<file path="src/rtl/dmem_responder.sv">
// Data-side memory responder: runs one load/store/LL/SC per pipeline request as a
// single word transaction on the dREN/dWEN/dwait bus and maintains the LL/SC link.
module dmem_responder #(
   parameter int ADDR_W = 32,
   parameter int DATA_W = 32,
   parameter int WOFF   = 2
) (
   input  logic              CLK,
   input  logic              RST,
   input  logic              dmemREN,
   input  logic              dmemWEN,
   input  logic              datomic,
   input  logic [ADDR_W-1:0] dmemaddr,
   input  logic [DATA_W-1:0] dmemstore,
   output logic              dhit,
   output logic [DATA_W-1:0] dmemload,
   output logic              dREN,
   output logic              dWEN,
   output logic [ADDR_W-1:0] daddr,
   output logic [DATA_W-1:0] dstore,
   input  logic [DATA_W-1:0] dload,
   input  logic              dwait,
   input  logic              snoop_valid,
   input  logic [ADDR_W-1:0] snoop_addr
);

   typedef enum logic [1:0] {IDLE, BUS, RESP} state_t;

   state_t                 state, state_nxt;
   logic                   op_wr, op_atomic;
   logic [ADDR_W-1:0]      addr_q;
   logic [DATA_W-1:0]      store_q;
   logic                   link_valid;
   logic [ADDR_W-WOFF-1:0] link_addr;
   logic [ADDR_W-1:0]      link_byte;
   logic                   snoop_hit, link_match, accept, sc_fail, bus_done;

   // Word-granular compare; xor-then-shift keeps the byte-offset bits out of the match.
   function automatic logic word_eq(input logic [ADDR_W-1:0] a, input logic [ADDR_W-1:0] b);
      return ((a ^ b) >> WOFF) == '0;
   endfunction

   assign link_byte  = {link_addr, {WOFF{1'b0}}};
   assign snoop_hit  = snoop_valid && link_valid && word_eq(snoop_addr, link_byte);
   // A snoop landing in the same cycle as the SC check is ordered first, so it kills the SC.
   assign link_match = link_valid && word_eq(dmemaddr, link_byte) && !snoop_hit;
   assign bus_done   = (state == BUS) && !dwait;

   always_ff @(posedge CLK) begin
      if (RST) state <= IDLE;
      else     state <= state_nxt;
   end

   always_comb begin
      state_nxt = state;
      accept    = 1'b0;
      sc_fail   = 1'b0;
      case (state)
         IDLE: begin
            if (dmemREN || dmemWEN) begin
               accept = 1'b1;
               if (!dmemREN && datomic && !link_match) begin
                  sc_fail   = 1'b1;
                  state_nxt = RESP;
               end else begin
                  state_nxt = BUS;
               end
            end
         end
         BUS:     if (!dwait) state_nxt = RESP;
         RESP:    state_nxt = IDLE;
         default: state_nxt = IDLE;
      endcase
   end

   always_ff @(posedge CLK) begin
      if (RST) begin
         op_wr      <= 1'b0;
         op_atomic  <= 1'b0;
         addr_q     <= '0;
         store_q    <= '0;
         dmemload   <= '0;
         link_valid <= 1'b0;
         link_addr  <= '0;
      end else begin
         if (accept) begin
            op_wr     <= !dmemREN;
            op_atomic <= datomic;
            addr_q    <= dmemaddr;
            store_q   <= dmemstore;
         end
         if (sc_fail) dmemload <= '0;
         if (bus_done) begin
            if (!op_wr)        dmemload <= dload;
            else if (op_atomic) dmemload <= DATA_W'(1);
         end
         if (snoop_hit || sc_fail) link_valid <= 1'b0;
         if (bus_done && op_wr && (op_atomic || word_eq(addr_q, link_byte)))
            link_valid <= 1'b0;
         // LL completion wins over a same-cycle snoop: the snoop is ordered before it.
         if (bus_done && !op_wr && op_atomic) begin
            link_valid <= 1'b1;
            link_addr  <= addr_q[ADDR_W-1:WOFF];
         end
      end
   end

   assign dhit   = (state == RESP);
   assign dREN   = (state == BUS) && !op_wr;
   assign dWEN   = (state == BUS) && op_wr;
   assign daddr  = addr_q;
   assign dstore = store_q;

endmodule

</file>
<file path="config.mk">
export PLATFORM = sky130hd
export DESIGN_NAME = dmem_responder
export DESIGN_NICKNAME = d
export VERILOG_FILES = /design/src/rtl/dmem_responder.sv
export SDC_FILE = /design/constraint.sdc
export NUM_CORES = 1
export LEC_CHECK = 0
export ABC_AREA = 0
export BUFFER_PORTS_ARGS = -buffer_cell sky130_fd_sc_hd__buf_4
export CAP_MARGIN = 40
export CORE_MARGIN = 2
export CORE_UTILIZATION = 38
export DETAILED_ROUTE_END_ITERATION = 8
export GPL_TIMING_DRIVEN = 0
export PLACE_DENSITY = 0.69
export SKIP_CTS_REPAIR_TIMING = 1
export SLEW_MARGIN = 20
export SYNTH_ARGS = -nofsm -noshare
export SYNTH_HDL_FRONTEND = slang
export SYNTH_SLANG_ARGS = --single-unit
</file>
<file path="constraint.sdc">
create_clock -name CLK -period 1.7 [get_ports CLK]
set_input_delay 0.085 -clock CLK [delete_from_list [all_inputs] [get_ports CLK]]
set_output_delay 0.085 -clock CLK [all_outputs]
set_load 0.005 [all_outputs]
</file>
# Word-level counts from Yosys, hierarchy flattened
# Index checks and enable logic that the tools add are counted.
[classes]
n_eq_ne = 4
muxes = 16
bitwise = 3
reduce_logical = 27
[ops]
columns = ["cell", "count"]
rows = [
  ["$mux W32", 4],
  ["$logic_not A32 Y1", 3],
  ["$xor A32 B32 Y32", 3],
  ["$logic_and A1 B1 Y1", 13],
  ["$mux W1", 8],
  ["$mux W2", 3],
  ["$logic_not A1 Y1", 5],
  ["$ne A2 B2 Y1 const B", 2],
  ["$pmux W2 S2", 1],
  ["$logic_or A1 B1 Y1", 3],
  ["$reduce_bool A3 Y1", 1],
  ["$eq A2 B1 Y1 const B", 1],
  ["$eq A2 B2 Y1 const B", 1],
  ["$logic_not A2 Y1", 1],
  ["$reduce_and A2 Y1", 1],
]
[totals]
reg_bits = 131
output_inout_bits = 99
wordCells = 58

# Longest topological paths before layout
# Gate-level depths: netlist of the first run.
[depth]
depth_word = 14
ltp_mapped = 7

# Worst setup path before layout of the first run
# OpenSTA, ideal clock, no wires.
[synth_timing]
path_kind = "reg2reg"
start = "reg link_addr[5]"
end = "reg dmemload[10]"
setup_ns = 0.057
arrival_ns = 1.777
t_required_ns = 1.643
slack_ns = -0.134
stages_incl_launch_ff = 8
n_path_buf = 1
period_less_slack_ns = 1.834
cell_sequence = "dfxtp_1 -> xnor2_1 -> nand4_1 -> nor4_2 -> o211ai_2 -> a211oi_4 -> buf_6 -> a22o_2"
[synth_between]
elab_chain_cells = 14
[synth_lines]
columns = ["item", "line_no", "source"]
rows = [
  ["start, declared", "34", "logic [ADDR_W-WOFF-1:0] link_addr;"],
  ["start signal, assigned", "103", "link_addr <= addr_q[ADDR_W-1:WOFF];"],
  ["$xor A32 B32 Y32", "40", "return ((a ^ b) >> WOFF) == '0;"],
  ["$logic_not A32 Y1", "40", ""],
  ["$logic_and A1 B1 Y1", "44", "assign snoop_hit = snoop_valid && link_valid && word_eq(snoop_addr, link_byte);"],
  ["$logic_not A1 Y1", "46", "assign link_match = link_valid && word_eq(dmemaddr, link_byte) && !snoop_hit;"],
  ["$logic_and A1 B1 Y1 *", "46", ""],
  ["$logic_not A1 Y1 *", "62", "if (!dmemREN && datomic && !link_match) begin"],
  ["$logic_and A1 B1 Y1 *", "62", ""],
  ["$mux W1 *", "62", ""],
  ["$mux W1 *", "60", "if (dmemREN || dmemWEN) begin"],
  ["$mux W1 *", "58", "case (state)"],
  ["$mux W32 *", "92", "if (sc_fail) dmemload <= '0;"],
  ["$mux W32", "95", "else if (op_atomic) dmemload <= DATA_W'(1);"],
  ["$mux W32", "94", "if (!op_wr) dmemload <= dload;"],
  ["$mux W32 *", "93", "if (bus_done) begin"],
  ["end signal, assigned", "94", ""],
  ["end, declared", "16", "output logic [DATA_W-1:0] dmemload,"],
]
# Every way passes the cells marked *; elsewhere a longest branch is shown, timed or not.
# A chain may end at the register's enable or synchronous reset.

# Worst setup path in the final report of the first run
[layout_timing]
start = "reg link_addr[20]"
end = "reg dmemload[17]"
# Same word-level chain as after synthesis.

==> summary.md, run 1 <==
| Metric | Value |
|---|---|
| Htree depth | `4` |
| GP Congestion | `0.9110` |
| RR Startpoint | `link_addr[20]` |
| Site row count | `43` |
| Slowest-stage cell, CP | `nor4_2` |
| Global route overflow | `0` |
| Reg power frac | `39.9%` |
| CTS tree | `yes` |
| Slowest Stage Delay on Critical Path | `400 ps` |
| Largest net degree at the start of global routing | `17` |
| DR vias | `5926` |
| Avg Inst Size Synth | `8.534 um^2` |
| Share of cells above drive strength 1 | `32.47%` |
| Min Tclk post-route | `2180 ps` |
| Min-delay src | `dmemWEN` |
| Final number of hold-violating endpoints | `0` |
| Clk_skew | `8.602 ps` |
| Commonest non-fill, non-tap cell in the layout | `buf_4` |
| VDD IR max | `0.7576 mV` |
| Layout area overhead | `66.86%` |
| Post-route insts no fill | `1181` |
| Cell total after placement | `1053` |
| Post-route ant nets | `0` |
| Die W | `124.1 um` |
| Dpl ws | `-548.6 ps` |
| Routed wire length | `20220 um` |
| IO buf count | `231` |
| GRT Util Overall | `23.55%` |
| CP Max Fanout | `10` |
| Die area | `15390 um^2` |
| Gate power share | `17.6%` |
| Vias in the first global route | `5109` |
| Ant diodes | `0` |
| Int Power | `6.370 mW` |
| Clk root buf | `clkbuf_16` |
| Post-synth cell types | `31` |
| Crit Path Category | `reg -> reg` |
| Yosys Warn Count | `0` |
| Sw Ratio | `25.27%` |
| Final design utilization | `65.36%` |
| Period utilization | `128.2%` |
| CP Capture Type | `flop` |
| Worst slew pin tran | `699.7 ps` |
| Worst-case clock buffer depth | `2` |
| DR pass1 iterations | `5` |
| Total Power | `8.525 mW` |
| CP Launch Type | `flop` |
| Initial antenna violation count | `0` |
| TNS Setup | `-28660 ps` |
| Core Region | `13990 um^2` |
| P_sw | `2.155 mW` |
| Latest clock arrival within the worst-skew pair | `420 ps` |
| Initial core utilization | `39.17%` |
| Number of synthesized register bits | `131` |
| Clock power share | `42.5%` |
| Pleak | `4.074 nW` |
| Outcome | `finished, violations left` |
| Net Count, Synth | `777` |
| Final nets | `1126` |
| Clock sink total | `131` |
| Post-Syn Area | `5479 um^2` |
| Wire length per cell | `17.12 um` |
| Final max-slew violation count | `0` |
| Fmax | `458.7 MHz` |
| Post-Syn Instances | `642` |
| Final WS setup | `-480.2 ps` |
| Ports | `234` |
| DRC violations left | `0` |
| Filler Cell Count | `1139` |
| Post-DP HPWL | `13560 um` |
| Vias per cell | `5.018` |
| WP data arrival | `2480 ps` |
| Register area share after synthesis | `47.86%` |
| Slew HR | `53.36%` |
| Number of max-cap violations | `0` |
| CP cell instances | `xor2_1 -> nor4_2 -> nand4_1 -> o211ai_4 -> a211oi_4 -> buf_6 -> a22o_2` |
| Most frequent cells in the layout | `232 x buf_4, 195 x nand2_1, 105 x dfxtp_1, 99 x a21oi_1, 98 x dlygate4sd3_1` |
| Worst-path clk slew | `50 ps` |
| RSZ-0062 raised after global routing | `yes` |
| PwrDens | `932.4 nW/um^2` |
| Failing checks | `setup timing` |
| Die height | `124.1 um` |
| Required @ worst endpoint | `2000 ps` |
| CP startpoint | `link_addr[20]` |
| First-pass GRT wire length | `27010 um` |
| Worst hold-check path type | `in -> reg` |
| Initial DRC count | `402` |
| Setup-failing EPs final | `104` |
| TritonCTS buffer count | `17` |
layout make-up:
cell class              instances  area (um^2)  share of cell area (%)
clock buffers                  24        501.7                   5.488
flip-flops and latches        131         2655                   29.04
plain buffers                  39        177.7                   1.943
multi-input cells             470         2778                   30.38
inverters                       2        7.507                 0.08211
well taps                     180        225.2                   2.463
clock inverters                 5        75.07                  0.8211
repair buffers                330         2723                   29.78
critical path: cells and delay by family, from the launching register on:
kind / cells / cell delay (ps)
buffers and inverters: 1 / 160
AND/OR/NAND/NOR: 2 / 690
flip-flops: 1 / 350
XOR/XNOR: 1 / 190
AO/OA/AOI/OAI: 3 / 680
logic make-up (layout without fill, tap and decap cells):
logic type | count (synthesis) | in the layout | share of synthesized area [%]
flops | 131 | 131 | 47.86
buf+inv | 41 | 400 | 3.220
xor+xnor | 90 | 90 | 14.39
simple gates | 241 | 241 | 18.66
compound gates | 139 | 139 | 15.87
per-stage QoR:
stage	hold WS [ps]	instance area, um^2
finish	24.87	9143
global route	7.564	9143
CTS	-134.7	8038
detailed placement	304.3	7461
global placement	300.2	7461
floorplan	181.6	5502
synthesized netlist by cell type, drive strengths merged:
cell / n / area share, %
nor2: 5 / 0.34
nor4: 16 / 2.2
nand2b: 2 / 0.23
a221oi: 1 / 0.16
a22o: 31 / 5.3
clkbuf: 33 / 2.3
a31o: 1 / 0.16
nor2b: 2 / 0.23
o32ai: 1 / 0.16
xnor2: 36 / 5.8
or3: 2 / 0.23
and2: 1 / 0.11
a21oi: 99 / 9.0
o21ai: 1 / 0.091
o21a: 1 / 0.14
nand4: 12 / 1.4
and3: 1 / 0.11
xor2: 54 / 8.6
o211ai: 1 / 0.23
inv: 2 / 0.14
a211oi: 3 / 0.64
dfxtp: 131 / 48
nand3: 2 / 0.18
nor3: 3 / 0.27
nand2: 195 / 13
buf: 6 / 0.82
power by group through the flow:
stage	combinational (mW)	clock, mW	sequential [mW]
detailed placement	1.28	0	3.46
CTS	1.28	3.66	3.39
global placement	1.27	0	3.45
global route	1.62	3.80	3.42
finish	1.50	3.62	3.40
floorplan	0.536	0	3.45
flip-flops by register name (all words and copies together), names as in the netlist:
name and flops:
daddr 32, dmemload 32, dstore 32, link_addr 30
state 2, link_valid 1, op_atomic 1, op_wr 1
metal layers:
| metal | wire length, um | part of all wire [%] | vias to the layer above | GRT usage (%) |
|---|---|---|---|---|
| li1 | - | - | 2856 | - |
| met1 | 8115 | 40 | 2762 | 30.74 |
| met2 | 10000 | 49 | 284 | 36.24 |
| met3 | 1830 | 9.0 | 24 | 7.647 |
| met4 | 274 | 1.4 | 0 | 8.848 |
| met5 | 0 | 0 | - | 0 |
final timing paths:
path                   to  slack [ps]  depth (start not counted)
max          dmemload[17]        -480                          7
min                 op_wr          20                          3
min reg2reg    dstore[14]         450                          2
max reg2reg  dmemload[17]        -480                          7
No activity file was read; power rests on OpenSTA's default activity.
==> inputs of run 2 (changes only) <==
--- a/config.mk
+++ b/config.mk
@@ -12,6 +12,7 @@
 export CORE_UTILIZATION = 38
 export DETAILED_ROUTE_END_ITERATION = 8
 export GPL_TIMING_DRIVEN = 0
+export MAX_ROUTING_LAYER = met4
 export PLACE_DENSITY = 0.69
 export SKIP_CTS_REPAIR_TIMING = 1
 export SLEW_MARGIN = 20
==> summary.md, run 2 (synthesis results as in run 1) <==
| Metric | Value |
|---|---|
| Outcome | `finished, violations left` |
| Failing checks | `setup timing` |
| Multi-input gate area | `2768 um^2` |
| CP cell instances | `xor2_1 -> nor4_2 -> nand4_1 -> o211ai_4 -> a211oi_4 -> buf_6 -> a22o_2` |
| Initial core utilization | `39.17%` |
| Worst hold-check path type | `in -> reg` |
| Pleak | `4.065 nW` |
| DR vias | `5928` |
| Htree depth | `4` |
| CP Capture Type | `flop` |
| Sw Ratio | `25.29%` |
| Filler Cell Count | `1145` |
| TNS Setup | `-28690 ps` |
| Wire length per cell | `17.03 um` |
| Min-delay src | `RST` |
| CTS tree | `yes` |
| Slowest Stage Delay on Critical Path | `380 ps` |
| Min Tclk post-route | `2140 ps` |
| Site row count | `43` |
| Core Region | `13990 um^2` |
| DR pass1 iterations | `6` |
| Int Power | `6.368 mW` |
| Commonest non-fill, non-tap cell in the layout | `buf_4` |
| Fmax | `467.3 MHz` |
| Reg power frac | `39.9%` |
| PwrDens | `933.6 nW/um^2` |
| Largest net degree at the start of global routing | `17` |
| CP Max Fanout | `10` |
| Reg area | `2655 um^2` |
| Die W | `124.1 um` |
| Slowest-stage cell, CP | `nor4_2` |
| Number of max-cap violations | `0` |
| Final nets | `1126` |
| Worst slew pin tran | `710.8 ps` |
| Final hold slack | `61.19 ps` |
| Worst-path clk slew | `50 ps` |
| Latest clock arrival within the worst-skew pair | `420 ps` |
| CP startpoint | `link_addr[20]` |
| Most frequent cells in the layout | `232 x buf_4, 195 x nand2_1, 105 x dfxtp_1, 99 x a21oi_1, 98 x dlygate4sd3_1` |
| Slew HR | `52.61%` |
| CP Launch Type | `flop` |
| Required @ worst endpoint | `2000 ps` |
| TritonCTS buffer count | `17` |
| Ports | `234` |
| Gate power share | `17.5%` |
| Worst-case clock buffer depth | `2` |
| RSZ-0062 raised after global routing | `yes` |
| Final max-slew violation count | `0` |
| Routed wire length | `20120 um` |
| Setup-failing EPs final | `115` |
| Initial antenna violation count | `0` |
| VDD IR max | `0.7501 mV` |
| Post-DP HPWL | `13560 um` |
| Initial DRC count | `417` |
| WP data arrival | `2440 ps` |
| Die area | `15390 um^2` |
| Share of cells above drive strength 1 | `32.07%` |
| Ant diodes | `0` |
| Post-route insts no fill | `1181` |
| Global route overflow | `0` |
| First-pass GRT wire length | `26940 um` |
| Clock power share | `42.6%` |
| GRT Util Overall | `24.20%` |
| Final number of hold-violating endpoints | `0` |
| Period utilization | `125.9%` |
| Vias per cell | `5.019` |
| Crit Path Category | `reg -> reg` |
| Cell total after placement | `1053` |
| Die height | `124.1 um` |
| DRC violations left | `0` |
| Post-route ant nets | `0` |
| GP Congestion | `0.9268` |
| Clock sink total | `131` |
| Layout area overhead | `66.64%` |
| P_sw | `2.156 mW` |
| Clk root buf | `clkbuf_16` |
| Clk_skew | `5.840 ps` |
| Final WS setup | `-440.1 ps` |
| Delay-heaviest family, CP | `compound AO/OA/AOI/OAI gates` |
| Buf/Inv on CP | `1` |
| Total Power | `8.524 mW` |
| IO buf count | `231` |
| RR Startpoint | `link_addr[20]` |
| Vias in the first global route | `5120` |
[run 2: per-stage QoR]
| stage | util [%] | cell area, um^2 | setup slack (ps) |
|---|---|---|---|
| after detailed placement | 53.34 | 7461 | -548.6 |
| after CTS | 57.46 | 8038 | -563.9 |
| after global routing | 65.27 | 9130 | -526.6 |
| after global placement | 53.34 | 7461 | -571.1 |
| after floorplan | - | 5502 | -62.90 |
| final | 65.27 | 9130 | -440.1 |
[run 2: worst min-delay path, delay by kind of cell]
kind	cells	cell delay, ps
AO/OA/AOI/OAI	2	230
buffers and inverters	1	110
[run 2: power groups by stage]
stage	registers [mW]	clock network [mW]	logic (mW)
floorplan	3.45	0	0.536
detailed placement	3.46	0	1.28
global route	3.42	3.80	1.61
finish	3.40	3.63	1.50
CTS	3.39	3.66	1.28
global placement	3.45	0	1.27
[run 2: path summary, 6_finish.rpt]
check                               endpoint  slack [ps]  cells after the start
worst max-delay path            dmemload[17]        -440                      7
worst min register to register    dstore[14]         450                      2
worst min-delay path            dmemload[24]          60                      3
worst max register to register  dmemload[17]        -440                      7
[run 2: final cells by class]
class                   instances  area share (%)
clock inverters                 5          0.8223
inverters                       2         0.08223
flip-flops and latches        131           29.08
well taps                     180           2.467
repair buffers                330           29.82
clock buffers                  24           5.495
multi-input cells             470           30.31
plain buffers                  39           1.919
[run 2: layer usage]
| metal | share of wire [%] | GRT usage, % |
|---|---|---|
| met3 | 8.1 | 6.868 |
| met1 | 41 | 31.14 |
| met2 | 50 | 36.27 |
| met4 | 1.6 | 8.848 |
| met5 | 0 | - |
==> inputs of run 3 (changes only) <==
--- a/config.mk
+++ b/config.mk
@@ -5,15 +5,15 @@
 export SDC_FILE = /design/constraint.sdc
 export NUM_CORES = 1
 export LEC_CHECK = 0
-export ABC_AREA = 0
+export ABC_AREA = 1
 export BUFFER_PORTS_ARGS = -buffer_cell sky130_fd_sc_hd__buf_4
 export CAP_MARGIN = 40
 export CORE_MARGIN = 2
 export CORE_UTILIZATION = 38
+export CTS_CLUSTER_SIZE = 40
 export DETAILED_ROUTE_END_ITERATION = 8
 export GPL_TIMING_DRIVEN = 0
 export MAX_ROUTING_LAYER = met4
-export PLACE_DENSITY = 0.69
 export SKIP_CTS_REPAIR_TIMING = 1
 export SLEW_MARGIN = 20
 export SYNTH_ARGS = -nofsm -noshare
==> constraint.sdc (replaced) <==
create_clock -name CLK -period 2.1 [get_ports CLK]
set_input_delay 0.105 -clock CLK [delete_from_list [all_inputs] [get_ports CLK]]
set_output_delay 0.105 -clock CLK [all_outputs]
set_load 0.005 [all_outputs]
==> summary.md, run 3 <==
| Metric | Value |
|---|---|
| Outcome | `complete, no violations` |
| Post-Synth Adder-Cell Area | `0%` |
| CP cell instances | `nor2_1 -> inv_1 -> nor2_2 -> buf_2 -> clkbuf_1 -> o21ai_0 -> a21oi_1` |
| Post-route ant nets | `0` |
| Slew HR | `51.00%` |
| XOR/XNOR Fraction of Synth Area | `4.823%` |
| Latest clock arrival within the worst-skew pair | `420 ps` |
| Gate power share | `20.8%` |
| GP Congestion | `0.8877` |
| DRC violations left | `0` |
| Final max-slew violation count | `0` |
| Clock power share | `40.7%` |
| R2r setup slk | `190 ps` |
| Multi-input gate area | `3133 um^2` |
| Final nets | `1385` |
| Net Count, Synth | `1038` |
| Crit Path Category | `reg -> reg` |
| Mux contribution to synthesized area | `0%` |
| Pleak | `4.533 nW` |
| Critical path depth | `7` |
| Initial core utilization | `38.60%` |
| Core Region | `16470 um^2` |
| Setup-failing EPs final | `0` |
| Worst-path clk slew | `60 ps` |
| Min-delay src | `dmemaddr[15]` |
| CP Capture Type | `flop` |
| Filler Cell Count | `1533` |
| Worst slew pin tran | `735.0 ps` |
| Worst hold-check path type | `in -> reg` |
| Largest net degree at the start of global routing | `17` |
| Avg Inst Size Synth | `7.039 um^2` |
| Global route overflow | `0` |
| Vias in the first global route | `6282` |
| Number of max-cap violations | `0` |
| RSZ-0062 raised after global routing | `no` |
| Site row count | `47` |
| Final number of hold-violating endpoints | `0` |
| Post-Syn Instances | `903` |
| Final Cell Area | `9945 um^2` |
| Leading area contributor after synthesis | `dfxtp_1` |
| Initial DRC count | `483` |
| Delay-heaviest family, CP | `buffers and inverters` |
| Number of synthesized register bits | `131` |
| Die area | `17780 um^2` |
| CTS tree | `yes` |
| Register area share after synthesis | `41.26%` |
| Vias per cell | `4.751` |
| Most frequent cells in the layout | `233 x buf_4, 224 x nand2_1, 131 x dfxtp_1, 127 x nor2_1, 99 x o21ai_0` |
| Ports | `234` |
| Period utilization | `90.92%` |
| Post-synth EDFFs | `0` |
| Slowest Stage Delay on Critical Path | `510 ps` |
| CP Max Fanout | `10` |
| Final design utilization | `60.40%` |
| Fmax | `523.8 MHz` |
| WP data arrival | `2260 ps` |
| Die height | `133.3 um` |
| WHS Endpoint | `daddr[15]` |
| Post-synthesis compound-gate area fraction | `17.20%` |
| DR vias | `7045` |
| Placed Area | `8358 um^2` |
| VDD IR max | `0.5736 mV` |
| Synth Flop Type | `dfxtp_1` |
| WHS Path Cells | `3` |
| RR Startpoint | `state[1]` |
| Final WS setup | `190.7 ps` |
| Commonest non-fill, non-tap cell in the layout | `buf_4` |
| Post-synth cell types | `26` |
| Wire length per cell | `15.53 um` |
| Slowest-stage cell, CP | `clkbuf_1` |
| Share of cells above drive strength 1 | `29.06%` |
| Commonest cells in the netlist | `224 x nand2_1, 131 x dfxtp_1, 127 x nor2_1, 99 x o21ai_0, 71 x inv_1` |
| Dpl ws | `172.7 ps` |
| FFs w/ async S/R, synth | `0%` |
| Reg area | `2623 um^2` |
| TNS Setup | `0 ps` |
| Worst R2R End | `daddr[28]` |
| Worst Reg-to-Reg Cells | `7` |
| Count leader, synth | `nand2_1` |
| Yosys top cell area share | `41.26%` |
| Clk_skew | `7.686 ps` |
| Initial antenna violation count | `0` |
| Buf/Inv on CP | `3` |
| Worst-case clock buffer depth | `2` |
| DR pass1 iterations | `4` |
| Largest family of logic cells by synthesized area | `simple AND/OR/NAND/NOR gates` |
| Htree depth | `4` |
| Post-Syn Area | `6356 um^2` |
| IO buf count | `230` |
| CP Launch Type | `flop` |
| GRT Util Overall | `25.20%` |
| Layout area overhead | `56.46%` |
| Int Power | `5.360 mW` |
| Routed wire length | `23030 um` |
| TritonCTS buffer count | `17` |
| Clock sink total | `131` |
| Post-DP HPWL | `16770 um` |
| Sw Ratio | `28.40%` |
| Die W | `133.3 um` |
| Synth area leaders | `dfxtp_1 41%, nand2_1 13%, o21ai_0 7.8%` |
| First-pass GRT wire length | `33540 um` |
| Reg power frac | `38.5%` |
| Required @ worst endpoint | `2450 ps` |
| Simple-gate portion of the synthesized area | `27.26%` |
| P_sw | `2.126 mW` |
| Yosys Warn Count | `0` |
| Ant diodes | `0` |
| Clk root buf | `clkbuf_16` |
| Min Tclk post-route | `1909 ps` |
| PwrDens | `752.8 nW/um^2` |
[run 3: layout make-up]
class                   count  share of cell area (%)
flip-flops and latches    131                   26.37
clock inverters            14                   1.636
inverters                 100                   3.775
clock buffers              18                   4.416
plain buffers              43                   2.302
multi-input cells         629                   31.50
repair buffers            328                   27.23
well taps                 220                   2.768
[run 3: metal layers]
layer | vias up | global-route usage [%] | wire, um
li1 | 3539 | - | -
met1 | 3236 | 32.50 | 10130
met2 | 247 | 39.03 | 11030
met3 | 23 | 6.735 | 1519
met4 | 0 | 7.033 | 347
met5 | - | - | 0
[run 3: power groups by stage]
stage / sequential, mW / combinational (mW) / clock (mW)
finish: 2.88 / 1.56 / 3.05
global route: 2.91 / 1.71 / 3.23
CTS: 2.88 / 1.40 / 3.10
detailed placement: 2.92 / 1.40 / 0
global placement: 2.92 / 1.40 / 0
floorplan: 2.90 / 0.659 / 0
[run 3: through the flow]
stage | total power, mW | instances | hold WS (ps)
4_1_cts | 7.380 | 1385 | -146.3
2_1_floorplan | 3.562 | 903 | 195.0
6_report | 7.486 | 1483 | 33.17
5_1_grt | 7.839 | 1483 | 17.72
3_3_place_gp | 4.318 | 1353 | 300.2
3_5_place_dp | 4.322 | 1353 | 303.3
[run 3: worst register-to-register path: cells and delay by family (launching register included)]
family	cells	cell delay [ps]
AOI/OAI and AO/OA	2	300
and+or+nand+nor	2	350
buffers and inverters	3	870
DFF	1	320
[run 3: kinds of logic after synthesis]
family,after synthesis
and+or+nand+nor,399
AOI/OAI and AO/OA,195
buffers and inverters,143
DFF,131
xor gates and xnor gates,35
[run 3: worst max-delay path by stage]
stage	start	end	slack [ps]
final	state[1]	daddr[28]	190
after CTS	state[0]	link_addr[8]	150
after global placement	state[0]	link_addr[27]	180
after floorplan	link_addr[20]	dmemload[15]	600
after detailed placement	state[0]	link_addr[26]	170
after global routing	state[0]	link_addr[6]	2
